`src/rtl/life_pkg.sv`:
```
// Shared types and default geometry for the Game-of-Life generation scheduler.
package life_pkg;

   typedef enum logic [2:0] {
      S_IDLE,
      S_F0,
      S_F1,
      S_F2,
      S_CAP,
      S_COMMIT,
      S_DONE
   } sched_state_t;

   localparam int unsigned STEP_CYCLES   = 5;
   localparam int unsigned DEF_BLOCK_LEN = 10;
   localparam int unsigned DEF_NBLK      = 10;
   localparam int unsigned DEF_ROWS      = 100;

endpackage

```
`src/rtl/Evolution.sv`:
```
// Combinational Life rule for one block step.
// now_live_o covers cells 0..BLOCK_LEN-2 of the current block.
// prev_live_single_o is the next state of the previous block's last cell.
module Evolution #(
   parameter int unsigned BLOCK_LEN = 10
) (
   input  logic [3*BLOCK_LEN-1:0] line_status_i,
   input  logic [3*BLOCK_LEN-1:0] last_line_status_i,
   output logic [BLOCK_LEN-2:0]   now_live_o,
   output logic                   prev_live_single_o
);

   function automatic logic life_rule(input logic centre, input logic [3:0] cnt);
      return (cnt == 4'd3) || (centre && (cnt == 4'd2));
   endfunction

   // Per row: the previous block's last cell at index 0, then this block's cells.
   logic [BLOCK_LEN:0] win [3];

   // Build the three-row neighbourhood window.
   always_comb begin
      for (int k = 0; k < 3; k++) begin
         win[k] = {line_status_i[k*BLOCK_LEN +: BLOCK_LEN],
                   last_line_status_i[k*BLOCK_LEN + BLOCK_LEN - 1]};
      end
   end

   // Next state of cells 0..BLOCK_LEN-2 (their right neighbour lies inside the block).
   always_comb begin
      logic [3:0] cnt;
      cnt        = '0;
      now_live_o = '0;
      for (int i = 0; i < int'(BLOCK_LEN) - 1; i++) begin
         cnt = '0;
         for (int k = 0; k < 3; k++) begin
            for (int j = 0; j < 3; j++) begin
               if (!(k == 1 && j == 1)) begin
                  cnt = cnt + 4'(win[k][i+j]);
               end
            end
         end
         now_live_o[i] = life_rule(win[1][i+1], cnt);
      end
   end

   // Previous block's last cell: its right neighbour is cell 0 of this block.
   always_comb begin
      logic [3:0] cnt;
      cnt = '0;
      for (int k = 0; k < 3; k++) begin
         cnt = cnt + 4'(last_line_status_i[k*BLOCK_LEN + BLOCK_LEN - 2])
                   + 4'(line_status_i[k*BLOCK_LEN]);
         if (k != 1) begin
            cnt = cnt + 4'(last_line_status_i[k*BLOCK_LEN + BLOCK_LEN - 1]);
         end
      end
      prev_live_single_o = life_rule(last_line_status_i[BLOCK_LEN + BLOCK_LEN - 1], cnt);
   end

endmodule

```
`src/rtl/evolution_scheduler.sv`:
```
// Sweeps one Life generation over a ping-pong board RAM, one block step at a time.
module evolution_scheduler
   import life_pkg::*;
#(
   parameter int unsigned BLOCK_LEN = DEF_BLOCK_LEN,
   parameter int unsigned NBLK      = DEF_NBLK,
   parameter int unsigned ROWS      = DEF_ROWS,
   parameter int unsigned IDX_W     = $clog2(ROWS*NBLK)
) (
   input  logic                 clk,
   input  logic                 rst,
   input  logic                 start,
   input  logic                 halt,
   output logic                 rd_en,
   output logic [IDX_W:0]       rd_addr,
   input  logic [BLOCK_LEN-1:0] rd_data,
   output logic                 wr_en,
   output logic [IDX_W:0]       wr_addr,
   output logic [BLOCK_LEN-1:0] wr_data,
   output logic                 busy,
   output logic                 done,
   output logic                 bank_sel,
   output logic [15:0]          gen_count
);

   localparam int unsigned R_W = (ROWS > 1) ? $clog2(ROWS) : 1;
   localparam int unsigned B_W = $clog2(NBLK + 1);

   sched_state_t state_q, state_d;
   logic [R_W-1:0] r_q, r_d;
   logic [B_W-1:0] b_q, b_d;
   logic rd_vld_q, rd_vld_d;
   logic [BLOCK_LEN-1:0] row_prev_q, row_prev_d;
   logic [BLOCK_LEN-1:0] row_cur_q, row_cur_d;
   logic [BLOCK_LEN-1:0] row_next_q, row_next_d;
   logic [3*BLOCK_LEN-1:0] last_line_status_q, last_line_status_d;
   logic [BLOCK_LEN-2:0] held_now_q, held_now_d;

   logic                 rd_en_d, wr_en_d, busy_d, done_d, bank_sel_d;
   logic [IDX_W:0]       rd_addr_d, wr_addr_d;
   logic [15:0]          gen_count_d;

   logic [3*BLOCK_LEN-1:0] line_status;
   logic [BLOCK_LEN-2:0]   now_live;
   logic                   prev_live_single;

   assign line_status = {row_next_q, row_cur_q, row_prev_q};
   assign wr_data     = {prev_live_single, held_now_q};

   Evolution #(
      .BLOCK_LEN(BLOCK_LEN)
   ) u_evolution (
      .line_status_i     (line_status),
      .last_line_status_i(last_line_status_q),
      .now_live_o        (now_live),
      .prev_live_single_o(prev_live_single)
   );

   // Next state, counters, captures and the registered strobes for the coming cycle.
   always_comb begin
      int unsigned fetch_row;
      logic        fetch_vld;

      state_d            = state_q;
      r_d                = r_q;
      b_d                = b_q;
      rd_vld_d           = rd_en;
      row_prev_d         = row_prev_q;
      row_cur_d          = row_cur_q;
      row_next_d         = row_next_q;
      last_line_status_d = last_line_status_q;
      held_now_d         = held_now_q;
      bank_sel_d         = bank_sel;
      gen_count_d        = gen_count;
      rd_en_d            = 1'b0;
      rd_addr_d          = '0;
      wr_en_d            = 1'b0;
      wr_addr_d          = '0;
      fetch_row          = 0;
      fetch_vld          = 1'b0;

      if (halt && state_q != S_IDLE && state_q != S_DONE) begin
         state_d = S_IDLE;
      end else begin
         unique case (state_q)
            S_IDLE: begin
               if (start) begin
                  state_d            = S_F0;
                  r_d                = '0;
                  b_d                = '0;
                  last_line_status_d = '0;
               end
            end
            S_F0: state_d = S_F1;
            S_F1: begin
               row_prev_d = rd_vld_q ? rd_data : '0;
               state_d    = S_F2;
            end
            S_F2: begin
               row_cur_d = rd_vld_q ? rd_data : '0;
               state_d   = S_CAP;
            end
            S_CAP: begin
               row_next_d = rd_vld_q ? rd_data : '0;
               state_d    = S_COMMIT;
            end
            S_COMMIT: begin
               held_now_d = now_live;
               if (b_q == B_W'(NBLK)) begin
                  last_line_status_d = '0;
                  b_d                = '0;
                  if (r_q == R_W'(ROWS - 1)) begin
                     state_d = S_DONE;
                  end else begin
                     r_d     = r_q + R_W'(1);
                     state_d = S_F0;
                  end
               end else begin
                  last_line_status_d = line_status;
                  b_d                = b_q + B_W'(1);
                  state_d            = S_F0;
               end
            end
            S_DONE: begin
               state_d     = S_IDLE;
               bank_sel_d  = ~bank_sel;
               gen_count_d = gen_count + 16'd1;
            end
            default: state_d = S_IDLE;
         endcase
      end

      busy_d = (state_d != S_IDLE);
      done_d = (state_d == S_DONE);

      // Read strobe for the fetch state being entered; out-of-board rows stay dark.
      unique case (state_d)
         S_F0: begin
            fetch_row = 32'(r_d) - 32'd1;
            fetch_vld = (r_d != '0) && (b_d != B_W'(NBLK));
         end
         S_F1: begin
            fetch_row = 32'(r_d);
            fetch_vld = (b_d != B_W'(NBLK));
         end
         S_F2: begin
            fetch_row = 32'(r_d) + 32'd1;
            fetch_vld = (r_d != R_W'(ROWS - 1)) && (b_d != B_W'(NBLK));
         end
         default: begin
            fetch_row = 0;
            fetch_vld = 1'b0;
         end
      endcase
      if (fetch_vld) begin
         rd_en_d   = 1'b1;
         rd_addr_d = {bank_sel, IDX_W'(fetch_row * NBLK + 32'(b_d))};
      end

      // Commit of step b writes the completed block b-1 into the other bank.
      if (state_d == S_COMMIT && b_d != '0) begin
         wr_en_d   = 1'b1;
         wr_addr_d = {~bank_sel, IDX_W'(32'(r_d) * NBLK + 32'(b_d) - 32'd1)};
      end
   end

   // State and output registers.
   always_ff @(posedge clk or posedge rst) begin
      if (rst) begin
         state_q            <= S_IDLE;
         r_q                <= '0;
         b_q                <= '0;
         rd_vld_q           <= 1'b0;
         row_prev_q         <= '0;
         row_cur_q          <= '0;
         row_next_q         <= '0;
         last_line_status_q <= '0;
         held_now_q         <= '0;
         rd_en              <= 1'b0;
         rd_addr            <= '0;
         wr_en              <= 1'b0;
         wr_addr            <= '0;
         busy               <= 1'b0;
         done               <= 1'b0;
         bank_sel           <= 1'b0;
         gen_count          <= '0;
      end else begin
         state_q            <= state_d;
         r_q                <= r_d;
         b_q                <= b_d;
         rd_vld_q           <= rd_vld_d;
         row_prev_q         <= row_prev_d;
         row_cur_q          <= row_cur_d;
         row_next_q         <= row_next_d;
         last_line_status_q <= last_line_status_d;
         held_now_q         <= held_now_d;
         rd_en              <= rd_en_d;
         rd_addr            <= rd_addr_d;
         wr_en              <= wr_en_d;
         wr_addr            <= wr_addr_d;
         busy               <= busy_d;
         done               <= done_d;
         bank_sel           <= bank_sel_d;
         gen_count          <= gen_count_d;
      end
   end

endmodule

```
`config.mk`:
```
export PLATFORM = sky130hd
export DESIGN_NAME = evolution_scheduler
export DESIGN_NICKNAME = d
export VERILOG_FILES = /design/src/rtl/life_pkg.sv /design/src/rtl/Evolution.sv /design/src/rtl/evolution_scheduler.sv
export SDC_FILE = /design/constraint.sdc
export NUM_CORES = 1
export LEC_CHECK = 0
export BUFFER_PORTS_ARGS = -buffer_cell sky130_fd_sc_hd__buf_2
export CAP_MARGIN = 20
export CORE_ASPECT_RATIO = 0.7
export CORE_MARGIN = 4
export CORE_UTILIZATION = 30
export CTS_CLUSTER_DIAMETER = 50
export CTS_CLUSTER_SIZE = 30
export DETAILED_ROUTE_END_ITERATION = 12
export PLACE_DENSITY = 0.53
export SLEW_MARGIN = 30
export SYNTH_ARGS = -nofsm -noshare
export SYNTH_HDL_FRONTEND = slang
export SYNTH_HIERARCHICAL = 1
export SYNTH_SLANG_ARGS = --single-unit
```
`constraint.sdc`:
```
create_clock -name clk -period 4.05 [get_ports clk]
set_input_delay 0.2025 -clock clk [delete_from_list [all_inputs] [get_ports clk]]
set_output_delay 0.2025 -clock clk [all_outputs]
set_load 0.005 [all_outputs]
```
==> flow_summary.ini <==
[synth]
syn_area_mm2 = 0.007401
syn_avg_cell_area_um2 = 9.525
postSynthCellCount = 777
ys_warn_count = 6
syn_nets = 904

[placement]
routabilityCongestion = 0.8413
hpwl_um = 13870
place_ws_ns = -0.1744
io_buffers = 66
postPlaceCellArea_mm2 = 0.008708
place_inst = 1216

[sta]
finalSetupViolCount = 2
finalCritPeriodShare = 1.019
clock.fmax_ghz = 0.2423
timing.hold.ws_ns = 0.1471
fin_worst_skew_ns = 0.01138
min_period_ns = 4.127
relSlewSlack = 0.4725
hold_violations = 0
finalMaxSlewViolations = 0
rsz0062_at_grt = yes
setup_ws_ns = -0.07735
worst_pin_slew_ns = 0.7891

[cts]
clk_pin_slew_worst_paths_ns = 0.08
cts_buffer_depth = 2
clock-sinks = 103
cts_tree = done
cts_made_buffers = 9
clk_latency_ns = 0.36
htreeDepth = 3
cts_root_buf = clkbuf_16

[setup_path]
cp-end-kind = register
path_max_fanout = 4
crit_buf_inv = 0
setup.worst_path.class = reg2reg
startpoint_type = register
cp.required_ns = 4.34
arrival_ns = 4.42
path_cells = ha_4, and4b_2, a21oi_2, o21ai_2, a22oi_2, ha_4, o21ai_4, or4_1, o211ai_1, ha_1, ha_1, a21o_1, a21oi_2, o21bai_1, a21oi_1, xor2_1, xnor2_1, xnor3_1, nor2_1
path_delay_family = compound AO/OA/AOI/OAI gates
cpPeakStageDelay_ns = 0.42
crit_slowest_cell = dfrtp_1

[routing]
dr.pass1.iters = 4
vias = 5509
ant_nets = 0
drt_iter0_markers = 260
routed_wl_um = 17550
wire_per_inst_um = 14.18
routed_via_density = 4.450
detail_route.drc_violations = 0

[final_layout]
finish.net_count = 1042
diodes = 0
fill_cells = 2424
final_common_cell = inv_1
final_core_util = 0.3817
mostFrequentLayoutCells = 109 x inv_1, 101 x dfrtp_1, 88 x buf_4
syn_to_final_growth_pct = 23.43
drive_gt1_frac = 0.2478
postLayoutCellArea_mm2 = 0.009135
finalNonFillerCells = 1238

[power_and_ir_drop]
power_switching_mw = 1.501
power.share.clock = 0.223
leakage_nw = 4.733
seqPwrFrac = 0.328
power_density_mw_per_mm2 = 428.7
peakVddDrop_mv = 0.2100
switching_share = 0.3833
internal_power_mw = 2.415
p_comb_frac = 0.449

[run_status]
status = finished with violations
violations = negative setup slack

[global_route]
grt_overflow = 0
globalRouteTotalUtil = 0.1324
antenna_found_initial = 0
grt_pass1_wl_um = 29410
grt_max_degree = 43
grt_pass1_vias = 5463

[die]
core-area_mm2 = 0.02393
die_area_mm2 = 0.02729
dieHeight_um = 139.4
ios = 67
initial_utilization = 0.3092
rows = 47
fp.dieW_um = 195.7

[hold_path]
hold_path.class = in2reg

[flow_run]
drv_cap = 0
per-layer routing:
layer | global-route usage | routed length, µm | vias to the layer above
li1 | - | - | 2851
met1 | 0.2150 | 9627 | 2562
met2 | 0.1774 | 6805 | 88
met3 | 0.03262 | 994 | 8
met4 | 0.02093 | 123 | 0
met5 | 0 | 0 | -
area by class of cell:
type                            count  area (µm²)  share of cell area
Timing Repair Buffer              156        1012              0.1108
Sequential cell                   103        2580              0.2824
Tap cell                          318       397.9             0.04356
Multi-Input combinational cell    530        4419              0.4838
Clock inverter                      6       52.55            0.005753
Inverter                          115       434.2             0.04753
Clock buffer                       10       239.0             0.02616
tightest hold or removal path, delay by kind of cell:
| family | cells | cell delay [ns] |
|---|---|---|
| buf+inv | 1 | 0.09 |
| simple gates | 1 | 0.09 |
| compound gates | 1 | 0.08 |
through the flow:
step,total power [mW],TNS [ns]
floorplan,2.482,-0.02087
detailed placement,3.061,-0.4599
CTS,3.986,-0.1314
global route,4.293,-1.299
finish,3.916,-0.1236
global placement,3.056,-0.2869
registers in the layout (all words and copies together), names as in the netlist, 3 cells and up:
signal	count
gen_count	16
rd_addr	11
wr_addr	11
row_cur_q	10
row_next_q	10
row_prev_q	10
held_now_q	9
r_q	7
last_line_status_q	6
b_q	4
state_q	3
worst paths after layout:
check / start / end / slack [ns] / depth (start not counted)
setup / recovery: r_q[1] / rd_addr[9] / -0.08 / 19
hold / removal: rd_data[3] / row_cur_q[3] / 0.15 / 3
setup reg to reg: r_q[1] / rd_addr[9] / -0.08 / 19
hold reg to reg: rd_en / rd_vld_q / 0.38 / 0
max in group asynchronous: rst / r_q[0] / 2.76 / 4
min in group asynchronous: rst / held_now_q[6] / 0.37 / 3
power groups by stage:
stage                     combinational [mW]  clock (mW)  sequential (mW)
final                                   1.76       0.874             1.28
after global routing                    2.04       0.949             1.31
after CTS                               1.79       0.916             1.29
after detailed placement                1.76           0             1.30
after global placement                  1.75           0             1.30
after floorplan                         1.22           0             1.26
what timing repair did:
item                       in CTS  in global routing
pin swaps                       7                 12
setup endpoints to repair       3                  7
cloned                          0                  0
resized for setup              10                 12
hold buffers                    1                  0
hold endpoints to repair       23                  0
buffers inserted                2                  3
Note: power is estimated with default switching activity, not from simulation.
